$ cat src/rtl/intr_sequencer.sv
// intr_sequencer: fixed-priority interrupt initiator that drives the register file's save/restore pulses and the fetch redirect.
// Define INTC_EDGE_DETECT_EN to latch rising request edges; the default build runs in level mode.
module intr_sequencer #(
    parameter int          NUM_IRQ    = 4,
    parameter logic [31:0] VEC_BASE   = 32'h0000_0100,
    parameter int unsigned VEC_STRIDE = 32'd4
) (
    input  logic               clk,
    input  logic               rst_n,
    input  logic [NUM_IRQ-1:0] irq_in,
    input  logic [NUM_IRQ-1:0] irq_mask,
    input  logic               ex_valid,
    input  logic [31:0]        pc_EX,
    input  logic [1:0]         flags,
    input  logic               iret_ex,
    output logic               interrupt,
    output logic               Iret,
    output logic               flush,
    output logic               redirect_valid,
    output logic [31:0]        redirect_pc,
    output logic               in_service,
    output logic [2:0]         active_id
);

    localparam logic [2:0] ST_IDLE    = 3'd0;
    localparam logic [2:0] ST_SAVE    = 3'd1;
    localparam logic [2:0] ST_VECTOR  = 3'd2;
    localparam logic [2:0] ST_SERVICE = 3'd3;
    localparam logic [2:0] ST_RETURN  = 3'd4;

    logic [2:0]         r_state;
    logic [2:0]         w_next;
    logic [31:0]        r_epc;
    logic [31:0]        w_vec_pc;
    logic [NUM_IRQ-1:0] w_pending;
    logic [NUM_IRQ-1:0] w_eligible;
    logic [NUM_IRQ-1:0] w_one;
    logic [NUM_IRQ-1:0] w_lowest;
    logic [2:0]         w_winner;
    logic               w_take;
    logic               w_unused;

    // Flags travel straight to the register file; this block only sequences the pulses.
    assign w_unused = ^flags;

`ifdef INTC_EDGE_DETECT_EN
    logic [NUM_IRQ-1:0] r_irq_q;
    logic [NUM_IRQ-1:0] r_pending;
    logic [NUM_IRQ-1:0] w_clr;

    assign w_clr     = w_take ? w_lowest : {NUM_IRQ{1'b0}};
    assign w_pending = r_pending;

    // Latch rising request edges; a fresh edge outranks the clear of the bit being taken.
    always_ff @(posedge clk) begin
        if (!rst_n) begin
            r_irq_q   <= {NUM_IRQ{1'b0}};
            r_pending <= {NUM_IRQ{1'b0}};
        end else begin
            r_irq_q   <= irq_in;
            r_pending <= (r_pending & ~w_clr) | (irq_in & ~r_irq_q);
        end
    end
`else
    assign w_pending = irq_in;
`endif

    // Isolate the lowest eligible request (two's-complement trick) and encode its index.
    always_comb begin
        w_eligible = w_pending & ~irq_mask;
        w_one      = {NUM_IRQ{1'b0}};
        w_one[0]   = 1'b1;
        w_lowest   = w_eligible & (~w_eligible + w_one);
        w_winner   = 3'd0;
        for (int i = 0; i < NUM_IRQ; i++) begin
            w_winner = w_winner | (w_lowest[i] ? i[2:0] : 3'd0);
        end
    end

    // Next-state logic of the save / vector / service / return sequence.
    always_comb begin
        w_next = ST_IDLE;
        case (r_state)
            ST_IDLE: begin
                if ((w_eligible != {NUM_IRQ{1'b0}}) && ex_valid) begin
                    w_next = ST_SAVE;
                end else begin
                    w_next = ST_IDLE;
                end
            end
            ST_SAVE:    w_next = ST_VECTOR;
            ST_VECTOR:  w_next = ST_SERVICE;
            ST_SERVICE: begin
                if (iret_ex) begin
                    w_next = ST_RETURN;
                end else begin
                    w_next = ST_SERVICE;
                end
            end
            ST_RETURN:  w_next = ST_IDLE;
            default:    w_next = ST_IDLE;
        endcase
    end

    assign w_take   = (r_state == ST_IDLE) && (w_next == ST_SAVE);
    assign w_vec_pc = VEC_BASE + ({29'd0, active_id} * VEC_STRIDE);

    // Outputs are decoded from the next state so every pulse is a clean register output.
    always_ff @(posedge clk) begin
        if (!rst_n) begin
            r_state        <= ST_IDLE;
            r_epc          <= 32'd0;
            interrupt      <= 1'b0;
            Iret           <= 1'b0;
            flush          <= 1'b0;
            redirect_valid <= 1'b0;
            redirect_pc    <= 32'd0;
            in_service     <= 1'b0;
            active_id      <= 3'd0;
        end else begin
            r_state        <= w_next;
            interrupt      <= (w_next == ST_SAVE);
            Iret           <= (w_next == ST_RETURN);
            flush          <= (w_next == ST_SAVE) || (w_next == ST_RETURN);
            redirect_valid <= (w_next == ST_VECTOR) || (w_next == ST_RETURN);
            in_service     <= (w_next == ST_VECTOR) || (w_next == ST_SERVICE) ||
                              (w_next == ST_RETURN);
            if (w_take) begin
                r_epc     <= pc_EX;
                active_id <= w_winner;
            end else begin
                r_epc     <= r_epc;
                active_id <= active_id;
            end
            case (w_next)
                ST_VECTOR: redirect_pc <= w_vec_pc;
                ST_RETURN: redirect_pc <= r_epc;
                default:   redirect_pc <= 32'd0;
            endcase
        end
    end

endmodule
$ cat config.mk
export PLATFORM = sky130hd
export DESIGN_NAME = intr_sequencer
export DESIGN_NICKNAME = d
export VERILOG_FILES = /design/src/rtl/intr_sequencer.sv
export SDC_FILE = /design/constraint.sdc
export NUM_CORES = 1
export LEC_CHECK = 0
export ABC_AREA = 1
export CAP_MARGIN = 20
export CORE_ASPECT_RATIO = 0.7
export CORE_UTILIZATION = 40
export DETAILED_ROUTE_END_ITERATION = 8
export PLACE_DENSITY = 0.71
export SYNTH_ARGS = -nofsm -noshare
export SYNTH_HDL_FRONTEND = slang
export SYNTH_SLANG_ARGS = --single-unit
$ cat constraint.sdc
create_clock -name clk -period 2.2 [get_ports clk]
set_input_delay 0.33 -clock clk [delete_from_list [all_inputs] [get_ports clk]]
set_output_delay 0.33 -clock clk [all_outputs]
set_load 0.05 [all_outputs]
==> reports/metrics.csv <==
stage;metric;value;unit
placed_design;dpl hpwl;3.91;mm
detailed_routing;wire per inst;10.4;µm
cells_and_area;post-route cell area;3790;µm²
clocking;post-CTS resize count;0;
power_and_ir_drop;Tot Pwr;0.00294;W
cells_and_area;nets@finish;495;
power_and_ir_drop;switch share;0.263;
critical_path;kind of critical path;reg -> out;
synth;fraction of registers with async set/reset;0;
global_routing;antenna violations before repair;0;
clocking;CTS Buf Count;9;
sta;Final Setup Violations;0;
synth;cell with the most instances after synthesis;nor2_1;
cells_and_area;FF+latch area;1480;µm²
critical_path;CP peak stage delay;820;ps
critical_path;slowest CP cell;clkdlybuf4s50_1;
critical_path;Worst Path Required;1870;ps
synth;synthesized cell area;2720;µm²
synth;syn_nets;414;
global_routing;largest net degree at the start of global routing;38;
sta;Worst-Margin Slew;824;ps
synth;Synth top area share;0.545;
clocking;CTS clock-pin slew for the worst setup and hold paths;80;ps
critical_path;Cell Chain, Critical Path;clkdlybuf4s50_1;
clocking;Clock Path Buffers;2;
cells_and_area;Multi-input gate area;853;µm²
detailed_routing;DR DRC count;0;
synth;multiplexer share of the synthesized area;0;
placed_design;dpl cell area;3600;µm²
clocking;root buf cell;clkbuf_8;
clocking;CTS tree;yes;
power_and_ir_drop;clock network power share;0.345;
detailed_routing;drt total wl;5.67;mm
synth;Synth top cells by count;102 x nor2_1, 74 x dfxtp_1, 73 x inv_1, 50 x nand2_1, 35 x nand3_1;
synth;ranking of synthesized cells by area;dfxtp_1 54%, nor2_1 14%, inv_1 10%;
floorplanning;starting density of the core;0.425;
placed_design;GP Congestion;0.748;
placed_design;pre-CTS setup slack;188;ps
synth;simple-gate share of the synthesized area;0.293;
critical_path;CP delay by family, top;buffers and inverters;
critical_path;crit path launch type;flip-flop;
global_routing;number of global-route vias before repair;2134;
global_routing;first-pass GRT wire length;9.65;mm
sta;final cycle utilization of the critical path;0.839;
synth;Yosys reg bits;74;
power_and_ir_drop;PwrDens;775;nW/µm²
synth;Mapped Avg Cell Area;7.39;µm²
detailed_routing;Initial DRC Count;81;
critical_path;crit-path max FO;3;
sta;fmax;542;MHz
placed_design;# port buffers;82;
power_and_ir_drop;P_leak;1.70;nW
detailed_routing;drt pass-1 iters;4;
sta;crit path time final;1840;ps
sta;setup ws final;355;ps
clocking;Hold Buf Count CTS;0;
synth;EDFF count, synth;0;
placed_design;placed cell count;529;
detailed_routing;via count;2340;
synth;Synth Area in Adders;0;
clocking;post-CTS setup buffer count;0;
cells_and_area;share of layout cells above drive strength 1;0.0574;
sta;Max-slew headroom;0.449;
global_routing;M2 GR Usage;0.275;
floorplanning;I/O pin total;86;
critical_path;crit end category;output port;
sta;Max Slew Vio Count;0;
cells_and_area;Synth-to-Final Area Change;39.5;%
floorplanning;Die Wd;101;µm
synth;post-synthesis xor/xnor area fraction;0;
synth;largest family of logic cells by synthesized area;simple AND/OR/NAND/NOR gates;
global_routing;total global routing overflow;0;
floorplanning;Site Rows;24;
cells_and_area;Layout Cells excl Fill;544;
clocking;clock latency on the worst-skew pair;340;ps
cells_and_area;Fill cells;623;
clocking;clk sink count;74;
detailed_routing;Detail Route Antenna Nets;0;
power_and_ir_drop;P_int;0.00217;W
synth;share of the yosys chip area belonging to registers;0.545;
sta;Fin Setup TNS;0;ps
synth;library cells used by synthesis;19;
synth;area leader, netlist;dfxtp_1;
critical_path;CP bufs+invs;1;
floorplanning;DIE HEIGHT;71.0;µm
synth;top_reg_cell synth;dfxtp_1;
floorplanning;core area;6400;µm²
floorplanning;die footprint;7140;µm²
cells_and_area;n_diodes;0;
critical_path;Worst EP arrival;1510;ps
detailed_routing;Vias/cell;4.30;
global_routing;GR Util met3;0.0623;
power_and_ir_drop;worst ir drop on vdd;481;µV
sta;clock skew;8.26;ps
power_and_ir_drop;P_sw;0.000774;W
sta;Fin. Hold Viols;0;
sta;unrepaired setup endpoints after global routing;no;
global_routing;GRT Util Overall;0.176;
global_routing;met1 Use GR;0.223;
synth;synthesized instance count;368;
worst_hold_path;Worst Hold Class;reg -> reg;
clocking;H-tree lvl count;3;
run_status;outcome;finished, final reports clean;
global_routing;grt peak-use layer;met2;
synth;compound-cell area share of the yosys netlist;0.0189;
power_and_ir_drop;Logic pwr share;0.156;
run;maxcap violations;0;
synth;yosys warns;0;
power_and_ir_drop;Sequential Power Share;0.498;
-- cell families (layout without fill, tap and decap cells) --
| group | after synthesis | count (layout) |
|---|---|---|
| buf+inv | 92 | 177 |
| flops | 74 | 74 |
| compound gates | 9 | 9 |
| simple gates | 192 | 192 |
| other cells | 1 | 1 |
-- worst paths after layout --
check                             startpoint               to  slack, ps  cells after the start
worst max-delay path            active_id[1]     active_id[1]        360                      1
worst min-delay path               r_epc[19]  redirect_pc[19]        420                      2
worst max register to register    r_state[1]     active_id[0]        600                      5
worst min register to register     r_epc[19]  redirect_pc[19]        420                      2
-- metrics by stage --
step                      hold slack, ps   util
after CTS                            428  0.593
after global routing                 444  0.593
final                                422  0.593
after floorplan                      409      -
after detailed placement             416  0.563
after global placement               413  0.563
-- power by group through the flow --
stage	registers (W)	logic (W)	clock network, W
2_1_floorplan	0.00153	0.000267	0
3_3_place_gp	0.00149	0.000453	0
3_5_place_dp	0.00150	0.000462	0
4_1_cts	0.00147	0.000464	0.00104
5_1_grt	0.00148	0.000517	0.00110
6_report	0.00147	0.000460	0.00102
-- state kept, by name (all words and copies together), names as in the netlist --
signal / count
Iret: 1
active_id: 2
flush: 1
in_service: 1
interrupt: 1
r_epc: 32
r_state: 3
redirect_pc: 32
redirect_valid: 1
-- cell type report --
type / count / share of cell area
sequential: 74 / 0.391
timing repair buffer: 87 / 0.230
multi-input combinational: 202 / 0.225
inverter: 75 / 0.0742
clock buffer: 10 / 0.0363
tap: 91 / 0.0300
clock inverter: 5 / 0.0145
-- layer usage --
metal  wire length (µm)  part of all wire  vias to the layer above
met3                343             0.061                       12
li1                   -                 -                     1228
met4                102             0.018                        0
met2               2470              0.44                       72
met5                  0                 0                        -
met1               2750              0.49                     1028
-- cells in the final DEF (no fill, tap or decap) --
cell,netlist,final
conb_1,1,1
buf_12,0,1
clkinv_2,0,2
buf_4,1,4
a21boi_0,1,1
nand2_1,50,50
bufinv_16,0,1
inv_2,2,2
nor2_4,2,2
nand4_1,1,1
clkinvlp_4,0,2
nor2_2,1,1
nand3_1,35,35
nand3_4,1,1
inv_1,73,73
clkbuf_8,0,10
a211o_1,1,1
o21ai_0,2,2
clkdlybuf4s50_1,0,82
dfxtp_1,74,74
a21oi_1,5,5
nor2_1,102,102
Power figures use the tool's default switching activity.
